<file path="config.mk">
export PLATFORM = sky130hd
export DESIGN_NAME = async_pipe_rx
export DESIGN_NICKNAME = d
export VERILOG_FILES = /design/src/rtl/async_pipe_rx.sv
export SDC_FILE = /design/constraint.sdc
export NUM_CORES = 1
export LEC_CHECK = 0
export CAP_MARGIN = 20
export CORE_ASPECT_RATIO = 0.8
export CORE_UTILIZATION = 25
export DETAILED_ROUTE_END_ITERATION = 8
export GPL_ROUTABILITY_DRIVEN = 0
export PLACE_DENSITY = 0.41
export SLEW_MARGIN = 0
export SYNTH_ARGS = -nofsm -noshare
export SYNTH_HDL_FRONTEND = slang
export SYNTH_SLANG_ARGS = --single-unit
</file>
<file path="constraint.sdc">
create_clock -name clk -period 1.9 [get_ports clk]
set_input_delay 0.38 -clock clk [delete_from_list [all_inputs] [get_ports clk]]
set_output_delay 0.38 -clock clk [all_outputs]
set_load 0.03 [all_outputs]
</file>
<file path="src/rtl/async_pipe_rx.sv">
`default_nettype none
// ============================================================================
// Module      : async_pipe_rx
// Description : Clocked receive endpoint for a 4-phase bundled-data req/ack
//               pipeline. It synchronises req_in, captures data_in into a
//               small FIFO, returns ack_out, and presents tokens on a
//               valid/ready interface. Backpressure withholds ack_out.
// Options     : ASYNC_PIPE_RX_STAT_EN adds the tok_cnt and stall_flag outputs.
// Revision    : 1.0 - initial release
// ============================================================================
module async_pipe_rx #(
  parameter int DW          = 3,
  parameter int DEPTH       = 4,
  parameter int SYNC_STAGES = 2
) (
  input  logic          clk,
  input  logic          rst,          // asynchronous, active-low
  input  logic          req_in,
  input  logic [DW-1:0] data_in,
  output logic          ack_out,
  output logic [DW-1:0] dout,
  output logic          dout_valid,
  input  logic          dout_ready
`ifdef ASYNC_PIPE_RX_STAT_EN
  ,
  output logic [7:0]    tok_cnt,
  output logic          stall_flag
`endif
);

  localparam int c_AW = $clog2(DEPTH);
  localparam int c_CW = c_AW + 1;

  typedef enum logic [0:0] {
    IDLE = 1'b0,
    ACK  = 1'b1
  } state_t;

  logic [SYNC_STAGES-1:0] sync_q, sync_d;
  logic                   req_s;
  state_t                 state_q, state_d;
  logic                   ack_q, ack_d;
  logic [DW-1:0]          mem_q [DEPTH];
  logic [DW-1:0]          mem_d [DEPTH];
  logic [c_AW-1:0]        wr_ptr_q, wr_ptr_d;
  logic [c_AW-1:0]        rd_ptr_q, rd_ptr_d;
  logic [c_CW-1:0]        count_q, count_d;
  logic                   full;
  logic                   push;
  logic                   pop;

  // req_in shift chain; req_s is the last flop of the synchroniser
  always_comb begin
    sync_d = {sync_q[SYNC_STAGES-2:0], req_in};
  end

  assign req_s      = sync_q[SYNC_STAGES-1];
  // Full uses only the registered count, so a pop never enables a push in
  // the same cycle.
  assign full       = (count_q == c_CW'(DEPTH));
  assign dout_valid = (count_q != '0);
  assign pop        = dout_valid & dout_ready;
  assign dout       = dout_valid ? mem_q[rd_ptr_q] : '0;
  assign ack_out    = ack_q;

  // Handshake FSM: one FIFO write per 4-phase cycle, only from IDLE
  always_comb begin
    state_d = state_q;
    ack_d   = ack_q;
    push    = 1'b0;
    case (state_q)
      IDLE: begin
        if (req_s && !full) begin
          push    = 1'b1;
          ack_d   = 1'b1;
          state_d = ACK;
        end
      end
      ACK: begin
        if (!req_s) begin
          ack_d   = 1'b0;
          state_d = IDLE;
        end
      end
      default: begin
        ack_d   = 1'b0;
        state_d = IDLE;
      end
    endcase
  end

  // FIFO storage, pointers and occupancy count
  always_comb begin
    mem_d    = mem_q;
    wr_ptr_d = wr_ptr_q;
    rd_ptr_d = rd_ptr_q;
    count_d  = count_q;
    if (push) begin
      mem_d[wr_ptr_q] = data_in;
      wr_ptr_d        = wr_ptr_q + 1'b1;
    end
    if (pop) begin
      rd_ptr_d = rd_ptr_q + 1'b1;
    end
    case ({push, pop})
      2'b10:   count_d = count_q + 1'b1;
      2'b01:   count_d = count_q - 1'b1;
      default: count_d = count_q;
    endcase
  end

  // State registers with asynchronous flush
  always_ff @(posedge clk or negedge rst) begin
    if (!rst) begin
      sync_q   <= '0;
      state_q  <= IDLE;
      ack_q    <= 1'b0;
      wr_ptr_q <= '0;
      rd_ptr_q <= '0;
      count_q  <= '0;
      for (int i = 0; i < DEPTH; i++) begin
        mem_q[i] <= '0;
      end
    end else begin
      sync_q   <= sync_d;
      state_q  <= state_d;
      ack_q    <= ack_d;
      wr_ptr_q <= wr_ptr_d;
      rd_ptr_q <= rd_ptr_d;
      count_q  <= count_d;
      mem_q    <= mem_d;
    end
  end

`ifdef ASYNC_PIPE_RX_STAT_EN
  logic [7:0] tok_cnt_q, tok_cnt_d;
  logic       stall_q, stall_d;

  // Saturating write counter and registered upstream-stall indicator
  always_comb begin
    tok_cnt_d = tok_cnt_q;
    if (push && (tok_cnt_q != 8'hFF)) begin
      tok_cnt_d = tok_cnt_q + 8'd1;
    end
    stall_d = (state_q == IDLE) && req_s && full;
  end

  // Statistics registers
  always_ff @(posedge clk or negedge rst) begin
    if (!rst) begin
      tok_cnt_q <= '0;
      stall_q   <= 1'b0;
    end else begin
      tok_cnt_q <= tok_cnt_d;
      stall_q   <= stall_d;
    end
  end

  assign tok_cnt    = tok_cnt_q;
  assign stall_flag = stall_q;
`endif

endmodule
`default_nettype wire

</file>
==> metrics.md, run 1 <==
| Metric | Value |
|---|---|
| Run status | `complete, but fails checks` |
| Failing checks | `setup timing` |
| P_int | `~0.0017 W` |
| Synthesized Nets | `93` |
| Grt ovf | `0` |
| Worst Setup End Kind | `output pin` |
| Hold Violations, Final | `0` |
| Row count | `21` |
| Crit path max fanout | `3` |
| Initial DRC count | `47` |
| Routed vias | `680` |
| Largest cells by area after synthesis | `dfrtp_1 (52%), mux2_2 (13%), mux4_2 (6.1%), ha_1 (5.6%), inv_1 (2.4%)` |
| Cell variety after synth | `21` |
| Synthesized cell area | `between 1000 and 1500 um^2` |
| Static Leakage | `0.667 nW` |
| Avg Inst Size Synth | `13.9 um^2` |
| Initial Util | `26.2%` |
| DRC viols | `0` |
| FF+latch count, synth | `23` |
| Largest net degree at the start of global routing | `24` |
| CTS tree | `built` |
| ANT cells | `0` |
| CTS Sinks | `23` |
| Min Tclk post-route | `1.92 ns` |
| Sw frac | `34.0%` |
| Initial antenna violation count | `0` |
| Primary FF master, synth | `dfrtp_1` |
| Fin util | `between 30% and 40%` |
| Seq pwr share | `approximately 34%` |
| Ys Warns | `0` |
| RSZ-0062 raised after global routing | `true` |
| Setup Crit Path Kind | `flip-flop to output pin` |
| Full die area | `around 4700 um^2` |
| Dpl hpwl | `1500 um` |
| Fillers | `416` |
| Clock power share | `11.7%` |
| Combinational fraction of design power | `54.2%` |
| Post-synthesis sequential area ratio | `slightly above 50%` |
| Async S/R FF share, synth | `100%` |
| Register area | `577 um^2` |
| TritonCTS Buffers | `3` |
| Rel. slew slack | `74.3%` |
| Share of cells above drive strength 1 | `48.6%` |
| Startpoint Class | `flip-flop` |
| Final hold slack | `0.350 ns` |
| VDD IR max | `0.000648 V` |
| Largest area contributor in the synthesized netlist | `dfrtp_1` |
| Syn Inst Count | `80` |
| Most common cell in the synthesized netlist | `dfrtp_1` |
| Clk root buf | `clkbuf_8` |
| First-pass GRT wire length | `3250 um` |
| Layout area overhead | `35.9%` |
| Yosys top cell area share | `51.9%` |
| Max_cap viols | `0` |
| Psw | `approximately 0.00086 W` |
| Clk_skew | `0.00507 ns` |
| Setup ws final | `-0.0162 ns` |
| WP data arrival | `1.54 ns` |
| Area of the core | `4230 um^2` |
| Cts hold-fix bufs | `0` |
| Routed Antenna Nets | `0` |
| H-tree depth | `1` |
| WP data required | `between 1.5 and 2 ns` |
| Clock Tree Buf Depth | `2` |
| Number of synthesized flops with an enable pin | `0` |
| Final WL | `2000 um` |
| Peak Freq | `522 MHz` |
| Pre-antenna DRT Iters | `2` |
| Skew-Pair Late Insertion Delay | `~0.26 ns` |
| WL/cell | `11.9 um` |
| Hold WC Path Type | `flip-flop to flip-flop` |
| Post-synth top cells | `dfrtp_1 (23), mux2_2 (13), inv_1 (7), ha_1 (5)` |
| Gr usage total | `under 10%` |
| Number of global-route vias before repair | `668` |
| Pwr Density | `about 1700 nW/um^2` |
| Least-Margin Pin Slew | `between 0.3 and 0.4 ns` |
| Die span in y | `61.6 um` |
| Via density | `around 4` |
| Die Wd | `76.5 um` |
| Worst-path clk slew | `0.08 ns` |
| Footprint of the multi-input gates | `~530 um^2` |
| Period utilisation layout | `101%` |
| Port Buffers | `11` |
| Final setup violation count | `2` |
| Max-slew violation count | `0` |
| Fin nets | `approximately 130` |
| Boundary Pins | `12` |
==> worst paths after layout <==
path / from / to / slack [ns] / depth (start not counted)
setup / recovery: rd_ptr_q[0] / dout[0] / -0.02 / 4
hold / removal: sync_q[0] / sync_q[1] / 0.35 / 0
setup reg to reg: count_q[0] / count_q[2] / 0.01 / 10
hold reg to reg: sync_q[0] / sync_q[1] / 0.35 / 0
max in group asynchronous: rst / rd_ptr_q[0] / 1.17 / 2
min in group asynchronous: rst / mem_q[7] / 0.47 / 2
==> routing by layer <==
| metal | global-route usage (%) | up-vias | wire, um |
|---|---|---|---|
| met5 | 0 | - | 0 |
| met4 | 4.95 | 0 | 26 |
| met3 | 3.56 | 4 | 69 |
| met2 | 16.0 | 9 | 950 |
| met1 | 11.6 | 334 | 956 |
| li1 | - | 333 | - |
==> worst max-delay path, stage by stage (launching register included) <==
cell and delay, ns:
dfrtp_2 0.41, buf_6 0.11, mux4_2 0.48, and2_4 0.15
buf_6 0.13
==> power groups by stage <==
stage	clock, W	combinational, W	sequential [W]
6_report	0.000296	0.00137	0.000866
5_1_grt	0.000342	0.00149	0.000893
4_1_cts	0.000316	0.00134	0.000870
3_5_place_dp	0	0.00123	0.000885
3_3_place_gp	0	0.00122	0.000878
2_1_floorplan	0	0.000836	0.000855
==> timing repair <==
action | in CTS | in global routing
buffers inserted | 4 | 0
endpoints found under the setup margin | 6 | 4
cloned | 0 | 0
resized for setup | 27 | 5
pin swaps | 8 | 0
==> cells in the final DEF (no fill, tap or decap) <==
cell type / instances
nand2_1: 4
nor4bb_4: 1
and2_4: 4
fa_2: 1
buf_6: 6
buf_4: 15
ha_1: 4
a21boi_0: 1
nor3_1: 3
mux4_2: 3
or3_4: 1
nor3b_2: 1
inv_2: 2
clkbuf_8: 3
clkdlybuf4s50_1: 7
nor3b_4: 1
inv_1: 5
nand3_1: 1
dfrtp_1: 22
dlygate4sd2_1: 1
ha_4: 1
mux2i_1: 1
xor2_1: 3
clkinv_2: 1
nor2_1: 1
dfrtp_2: 1
mux2_2: 13
xnor2_1: 3
o21ai_0: 1
==> state kept, by name, indices dropped and copies added (netlist names) <==
register  flops
mem_q        12
count_q       3
rd_ptr_q      2
sync_q        2
wr_ptr_q      2
ack_out       1
state_q       1
==> metrics by stage <==
stage	total power [W]	area [um^2]	setup TNS, ns	setup slack (ns)	cells
2_1_floorplan	0.00169	1130	-0.0402	-0.0402	80
3_3_place_gp	0.00210	1400	-0.750	-0.202	160
3_5_place_dp	0.00212	1400	-0.827	-0.218	160
4_1_cts	0.00253	1500	-0.0629	-0.0290	168
5_1_grt	0.00273	1510	-0.224	-0.0820	168
6_report	0.00254	1510	-0.0207	-0.0162	168
==> cell type report <==
| cell class | instances | area share [%] |
|---|---|---|
| repair buffers | 29 | 17.2 |
| clock inverters | 1 | 0.332 |
| clock buffers | 3 | 2.74 |
| inverters | 7 | 1.74 |
| well taps | 57 | 4.73 |
| flip-flops and latches | 23 | 38.3 |
| multi-input cells | 48 | 35.0 |
==> cell families after synthesis <==
logic type	after synthesis	synth area share, %
fa+ha+maj	6	7.44
mux	17	20.2
buf+inv	9	3.27
simple gates	17	11.4
flops	23	51.9
compound gates	2	1.13
xor+xnor	6	4.74
Note: power is estimated with default switching activity, not from simulation.
==> run 2, diff against run 1 <==
- PLACE_DENSITY: 0.41 -> 0.4
- clock period: 1.9 -> 2.2 ns (I/O delays scaled with it)
==> run 2 against run 1 <==
Effect of this change:
- the run now ends clean
- highest routed layer unchanged
- largest power group unchanged
- hold slack better by 0.0033 ns
- routed wire length shrank 2.5%
- clock power decreased by 14%
- worst setup slack improved by 0.093 ns
- final cell count is 6.0% lower
- critical endpoint is now dout[2]
==> metrics.md, run 2 (same netlist as run 1, synthesis figures left out) <==
| Metric | Value |
|---|---|
| Fin util | `32.9%` |
| Flop2flop setup slack | `0.16 ns` |
| Port Buffers | `11` |
| Full die area | `4710 um^2` |
| VDD IR max | `0.000445 V` |
| Routed vias | `636` |
| Initial antenna violation count | `0` |
| Fillers | `415` |
| Seq pwr share | `38.1%` |
| Die span in y | `61.6 um` |
| Fin nets | `115` |
| Largest Register | `mem_q` |
| Clk root buf | `clkbuf_8` |
| Worst-path clk slew | `around 0.080 ns` |
| Peak Freq | `between 400 and 500 MHz` |
| ANT cells | `0` |
| Run status | `complete, no violations` |
| Hold Path End | `sync_q[1]` |
| RSZ-0062 raised after global routing | `false` |
| Total power | `0.00198 W` |
| Startpoint Class | `flip-flop` |
| Min Tclk post-route | `about 2.1 ns` |
| Setup ws final | `0.0771 ns` |
| Commonest cells after routing, fill and taps aside | `dfrtp_1 (22), mux2_2 (13), buf_4 (8)` |
| Setup Crit Path Kind | `flip-flop to output pin` |
| GR Util met3 | `3.26%` |
| Share of cells above drive strength 1 | `35.6%` |
| Skew-Pair Late Insertion Delay | `0.26 ns` |
| CTS Sinks | `23` |
| RR Endpoint | `count_q[2]` |
| Hold path start | `sync_q[0]` |
| Hold path cells | `0` |
| Grt ovf | `0` |
| Layout area overhead | `25.4%` |
| Period utilisation layout | `between 90% and 100%` |
| Dpl hpwl | `1470 um` |
| Routed Antenna Nets | `0` |
| WP data arrival | `1.68 ns` |
| Max_cap viols | `0` |
| Pwr Density | `1420 nW/um^2` |
| Max reg flops | `12` |
| Top Usage Layer GRT | `met2` |
| DRC viols | `0` |
| H-tree depth | `1` |
| First-pass GRT wire length | `roughly 3200 um` |
| P_int | `0.00126 W` |
| Final setup violation count | `0` |
| Hold Violations, Final | `0` |
| Gr usage total | `9.41%` |
| Number of global-route vias before repair | `636` |
| Max-slew violation count | `0` |
| Clock Tree Buf Depth | `2` |
| Row count | `21` |
| Combinational fraction of design power | `just under 50%` |
| M2 GR Usage | `14.7%` |
| Final WL | `1950 um` |
| Static Leakage | `0.602 nW` |
| CTS tree | `built` |
| Largest registers | `mem_q (12), count_q (3)` |
| Initial DRC count | `13` |
| Commonest non-fill, non-tap cell in the layout | `dfrtp_1` |
| Grt met1 use | `12.4%` |
| Clock power share | `13.0%` |
| Least-Margin Pin Slew | `0.593 ns` |
| TritonCTS Buffers | `3` |
| Sw frac | `36.1%` |
| Final Instance Area | `approximately 1400 um^2` |
| Psw | `0.000713 W` |
| Pre-antenna DRT Iters | `2` |
| Crit path max fanout | `4` |
| Largest net degree at the start of global routing | `24` |
| Die Wd | `76.5 um` |
| Area of the core | `around 4200 um^2` |
| Place WS | `-0.0245 ns` |
| Initial Util | `26.2%` |
| Boundary Pins | `12` |
| Clk_skew | `~0.0064 ns` |
| Via density | `4.03` |
| Worst Setup End Kind | `output pin` |
| Hold WC Path Type | `flip-flop to flip-flop` |
| WP data required | `1.76 ns` |
| Reg2Reg Launch Point | `count_q[0]` |
| Cts hold-fix bufs | `0` |
| R2R cell count | `10` |
| WL/cell | `12.4 um` |
| Rel. slew slack | `roughly three fifths` |
| Placement Cell Area | `1330 um^2` |
-- run 2: cell count changes in the layout (fill, tap and decap cells not counted), moves of 2 or more --
cell           before  now
and2_4              4    0
dlygate4sd2_1       1    3
buf_4              15    8
buf_6               6    0
and2_1              0    4
-- run 2: metrics by stage --
| step | hold WS (ns) | TNS [ns] | instances |
|---|---|---|---|
| global route | 0.364 | 0 | 158 |
| global placement | 0.332 | -0.00254 | 152 |
| detailed placement | 0.336 | -0.0245 | 152 |
| floorplan | 0.144 | 0 | 80 |
| finish | 0.353 | 0 | 158 |
| CTS | 0.355 | 0 | 156 |
-- run 2: how the worst max path moves through the flow --
stage / start / end / cells past startpoint
after floorplan: count_q[1] / count_q[2] / 9
after global placement: dout_ready / count_q[2] / 8
after detailed placement: dout_ready / count_q[2] / 8
after CTS: rd_ptr_q[0] / dout[2] / 3
after global routing: count_q[0] / count_q[2] / 10
final: rd_ptr_q[0] / dout[2] / 3
-- run 2: power groups by stage --
stage	sequential, W	combinational, W	clock [W]
finish	0.000752	0.000966	0.000256
global route	0.000787	0.00106	0.000289
CTS	0.000759	0.000955	0.000277
detailed placement	0.000766	0.000997	0
global placement	0.000762	0.000986	0
floorplan	0.000738	0.000690	0
-- run 2: repair_timing --
item | CTS | global route
buffers inserted | 0 | 2
pin swaps | 0 | 4
resized for setup | 5 | 6
setup endpoints to repair | 4 | 4
-- run 2: area by class of cell --
class	instances	area (um^2)	area share [%]
Tap cell	57	71.3	5.13
Inverter	7	26.3	1.89
Clock inverter	1	5.00	0.360
Multi-Input combinational cell	48	509	36.6
Timing Repair Buffer	19	161	11.6
Sequential cell	23	577	41.5
Clock buffer	3	41.3	2.97
-- run 2: critical path: stages, from the launching register on --
cell and delay (ns):
dfrtp_2 0.42, mux4_2 0.49, and2_1 0.16, dlygate4sd2_1 0.35
-- run 2: per-layer routing --
| layer | vias up | wire length, um |
|---|---|---|
| met5 | - | 0 |
| met2 | 10 | 862 |
| met1 | 311 | 994 |
| met4 | 0 | 15 |
| met3 | 2 | 80 |
| li1 | 313 | - |
